**src/rtl/fetch_stage.sv**
```systemverilog
// Instruction fetch: owns the PC, captures the fetched word into IF/ID, detects end of program.
// 1-cycle latency from the instruction to IF/ID; stall holds the PC and IF/ID, flush and redirect insert a bubble.
module fetch_stage #(
    parameter logic [31:0] RESET_PC = 32'h0000_0000,
    parameter int          DRAIN    = 5
) (
    input  logic        clk,
    input  logic        reset,
    input  logic        stall,
    input  logic        flush,
    input  logic        branch_taken,
    input  logic [31:0] branch_target,
    input  logic [31:0] instruction,
    output logic [31:0] pc,
    output logic [31:0] if_id_pc,
    output logic [31:0] if_id_pc4,
    output logic [31:0] if_id_instr,
    output logic        if_id_valid,
    output logic        drain_last,
    output logic        halted
);

    typedef enum logic [1:0] {S_RUN, S_DRAIN, S_HALT} state_t;

    localparam logic [31:0] NOP_INSTR  = 32'h0000_0013;
    localparam logic [3:0]  DRAIN_LOAD = 4'(DRAIN - 1);

    state_t      state, state_nxt;
    logic [3:0]  cnt, cnt_nxt;
    logic [31:0] pc_nxt, pc_plus4, target;
    logic        fetch_ev, zero_fetch, bubble, hold;
    logic        drain_last_nxt, halted_nxt;

    assign pc_plus4   = pc + 32'd4;
    assign target     = branch_target & 32'hFFFF_FFFC;
    assign fetch_ev   = (state == S_RUN) && !stall && !flush && !branch_taken;
    assign zero_fetch = fetch_ev && (instruction == 32'h0);

    always_comb begin
        state_nxt      = state;
        cnt_nxt        = cnt;
        pc_nxt         = pc;
        drain_last_nxt = 1'b0;
        halted_nxt     = halted;
        bubble         = 1'b0;
        hold           = 1'b0;

        case (state)
            S_RUN: begin
                // The zero word freezes the PC on itself; the drain begins there.
                if (branch_taken)
                    pc_nxt = target;
                else if (!stall && !zero_fetch)
                    pc_nxt = pc_plus4;
                if (zero_fetch) begin
                    state_nxt = S_DRAIN;
                    cnt_nxt   = DRAIN_LOAD;
                end
            end
            S_DRAIN: begin
                if (branch_taken) begin
                    state_nxt = S_RUN;
                    cnt_nxt   = 4'd0;
                    pc_nxt    = target;
                end else if (cnt == 4'd0) begin
                    state_nxt  = S_HALT;
                    halted_nxt = 1'b1;
                end else begin
                    cnt_nxt        = cnt - 4'd1;
                    drain_last_nxt = (cnt == 4'd1);
                end
            end
            default: begin
                state_nxt = S_HALT;
            end
        endcase

        if (branch_taken || flush)
            bubble = 1'b1;
        else if (stall)
            hold = 1'b1;
        else if (state != S_RUN || instruction == 32'h0)
            bubble = 1'b1;
    end

    always_ff @(posedge clk or posedge reset) begin
        if (reset) begin
            state       <= S_RUN;
            cnt         <= 4'd0;
            pc          <= RESET_PC;
            if_id_pc    <= 32'h0;
            if_id_pc4   <= 32'h0;
            if_id_instr <= NOP_INSTR;
            if_id_valid <= 1'b0;
            drain_last  <= 1'b0;
            halted      <= 1'b0;
        end else begin
            state      <= state_nxt;
            cnt        <= cnt_nxt;
            pc         <= pc_nxt;
            drain_last <= drain_last_nxt;
            halted     <= halted_nxt;
            if (bubble) begin
                if_id_pc    <= 32'h0;
                if_id_pc4   <= 32'h0;
                if_id_instr <= NOP_INSTR;
                if_id_valid <= 1'b0;
            end else if (!hold) begin
                if_id_pc    <= pc;
                if_id_pc4   <= pc_plus4;
                if_id_instr <= instruction;
                if_id_valid <= 1'b1;
            end
        end
    end

endmodule

```
**config.mk**
```make
export PLATFORM = sky130hd
export DESIGN_NAME = fetch_stage
export DESIGN_NICKNAME = d
export VERILOG_FILES = /design/src/rtl/fetch_stage.sv
export SDC_FILE = /design/constraint.sdc
export NUM_CORES = 1
export LEC_CHECK = 0
export CAP_MARGIN = 15
export CORE_MARGIN = 5
export CORE_UTILIZATION = 47
export DETAILED_ROUTE_END_ITERATION = 12
export HOLD_SLACK_MARGIN = 0.08
export PLACE_DENSITY = 0.83
export RECOVER_POWER = 100
export SLEW_MARGIN = 10
export SYNTH_ARGS = -nofsm -noshare
export SYNTH_HDL_FRONTEND = slang
export SYNTH_SLANG_ARGS = --single-unit
```
**constraint.sdc**
```tcl
create_clock -name clk -period 4.9 [get_ports clk]
set_input_delay 0.735 -clock clk [delete_from_list [all_inputs] [get_ports clk]]
set_output_delay 0.735 -clock clk [all_outputs]
set_load 0.01 [all_outputs]
```
==> run summary <==
First DRT Iteration DRCs -> 393
vias in the first global route -> 5661
fmax -> 0.268 GHz
worst min path class -> flop to flop
Cell Pwr Density -> 338 mW/mm^2
Port Buf Inserts -> 195
Post-synth top cells -> dfrtp_1, a22o_1, nand2_1
asr flop ratio synth -> 100%
routed wire length -> 18800 um
CTS H-tree depth -> 4
DP Worst Slack -> 1.42 ns
clock buffer count from CTS -> 17
number of cells produced by synthesis -> 576
layout cell share with drive strength beyond 1 -> 7.53%
global-route usage over all layers -> 24.3%
area of the mapped netlist -> 0.00619 mm^2
EDFF count, synth -> 0
Initial DRT Pass Iterations -> 5
Crit Path Class -> input pin to flop
Clock Latency Late Sink -> 0.42 ns
final hold violations -> 0
Die Area -> 0.0156 mm^2
Final Wtd Congestion -> 0.844
Final ANT Viol Nets -> 0
global-route wire length before repair -> 30400 um
Clock Skew -> 0.00803 ns
R2R cell count -> 3
Clock power frac -> 44.4%
Finished Cell Area -> 0.00877 mm^2
Final WS setup -> 1.17 ns
yosys warns -> 0
Synth Register Bits -> 132
Worst Path Required -> 5.13 ns
Reg clk slew, reported paths -> 0.06 ns
cts repair resizes -> 0
cell with the most instances after synthesis -> dfrtp_1
Final min period -> 3.73 ns
Core Area -> 0.0131 mm^2
total of max-cap violations -> 2
status -> complete, but fails checks
CTS tree -> built
Worst R2R Start -> state[1]
R2R Setup Slk -> 2.25 ns
Top Ports -> 200
CP startpoint kind -> input pin
antenna cells -> 0
Nets -> 816
hold_buf cts -> 0
vias -> 5451
clk sinks -> 132
Lkg Pwr -> 3.98 nW
crit path launch -> instruction[24]
combinational power share -> 13.7%
Int Power -> 2.22 mW
Worst Path Arrival -> 3.96 ns
kind of end point of the critical path -> flop
HPWL Detailed -> 12900 um
routed vias/inst -> 5.84
initial antenna violation count -> 0
Root Buffer -> clkbuf_16
area grow syn2layout -> 41.6%
Max clock buf depth -> 2
routed len/inst -> 20.1 um
period utilisation layout -> 76.1%
Final setup viols -> 0
final hold slack -> 0.475 ns
Max IR drop VDD -> 0.229 mV
Area after DPL -> 0.00818 mm^2
post-synthesis cell type count -> 59
critical path peak fanout -> 14
register area share after synthesis -> 53.4%
Congestion Overflow GR -> 0
Synth Area per Inst -> 10.7 um^2
sw frac -> 25.2%
Yosys top cell area share -> 52.2%
Net Sw Power -> 745 uW
largest net degree at the start of global routing -> 101
Synth area leaders -> dfrtp_1, a22o_1, nand2_1, o21ai_0, xnor2_1
Core Rows -> 42
Synth area leader -> dfrtp_1
Pins Over Slew Limit -> 192
Starting Density -> 47.3%
final setup TNS -> 0 ns
r2r endpoint -> pc[2]
post-CTS setup buffers -> 0
Hold Crit Depth -> 1
failing checks -> capacitance limit, slew limit
CP Capture Point -> pc[31]
RSZ-0062 raised after global routing -> false
worst rel slew slack -> -39.5%
Most used DFF post-synth -> dfrtp_1
measured slew at the worst slew-check pin -> 2.09 ns
DIE HEIGHT -> 125 um
Die W -> 125 um
Reg power frac -> 41.9%
DRC violations left -> 0
## sequential cells by signal (all words and copies together) (netlist names)
name / cells
cnt: 4
if_id_pc: 31
state: 2
drain_last: 1
if_id_instr: 32
halted: 1
if_id_pc4: 30
pc: 30
if_id_valid: 1
## final cells by class
type / count / area [um^2]
Timing Repair Buffer: 200 / 2000
Multi-Input combinational cell: 381 / 2580
Fill cell: 1000 / 4320
Clock inverter: 10 / 155
Inverter: 12 / 48.8
Tap cell: 176 / 220
Clock buffer: 22 / 454
Sequential cell: 132 / 3310
## worst min-delay path by stage
stage               slack [ns]          start       endpoint
floorplan                 0.47         cnt[3]         cnt[3]
global placement          0.46    if_id_valid    if_id_valid
detailed placement        0.47    if_id_valid    if_id_valid
CTS                       0.49         halted         halted
global route              0.49  if_id_pc4[21]  if_id_pc4[21]
finish                    0.48         halted         halted
## metrics by stage
stage          cells  utilization, %  power [mW]
2_1_floorplan    577               -        1.45
3_3_place_gp     900            62.4        1.67
3_5_place_dp     901            62.5        1.69
4_1_cts          933            67.2        3.01
5_1_grt          933            67.0        3.08
6_report         933            67.0        2.96
## cells by family after synthesis
kind of cell,after synthesis,synth area share (%)
AO/OA/AOI/OAI,185,22.7
AND/OR/NAND/NOR,159,13.7
flip-flops,132,53.4
buffers and inverters,64,4.75
XOR/XNOR,28,3.96
multiplexers,4,0.687
adder cells (fa/ha/maj),3,0.607
other,1,0.0606
## critical path: stages
cell and delay (ns):
dlygate4sd3_1 0.55, nor4_1 0.39, nand4_1 0.37, o31a_1 0.58, nor2_1 0.99, o311ai_0 0.32
## cells in the final DEF (no fill, tap or decap), drive strengths merged, types with 2 or more instances in the layout
cell	count
dlygate4sd3	132
dfrtp	129
a22o	69
nand2	66
clkdlybuf4s50	63
o21ai	40
clkbuf	23
nand3	20
nor2	17
o22ai	16
xnor2	15
a22oi	14
xor2	13
nor4	13
nand4	12
inv	11
nor3	11
o31ai	9
a21oi	8
o22a	7
and3	6
o2bb2ai	5
o2bb2a	5
nand2b	4
a31oi	4
clkinv	4
bufinv	4
buf	4
clkinvlp	3
ha	3
dfstp	3
nor2b	2
or2	2
mux2	2
o31a	2
mux2i	2
or3	2
conb	2
## metal layers
layer / GRT usage [%] / routed length, um / share of wire (%) / up-vias
li1: - / - / - / 2470
met1: 29.8 / 7580 / 40 / 2717
met2: 40.0 / 9400 / 50 / 226
met3: 6.60 / 1350 / 7.2 / 38
met4: 11.0 / 472 / 2.5 / 0
met5: 0 / 0 / 0 / -
## power groups by stage
stage                     clock network (mW)  logic (mW)  registers [mW]
final                                   1.32       0.404            1.24
after global routing                    1.39       0.437            1.25
after CTS                               1.34       0.435            1.24
after detailed placement                   0       0.431            1.26
after global placement                     0       0.419            1.25
after floorplan                            0       0.197            1.25
(Power assumes the default switching activity.)
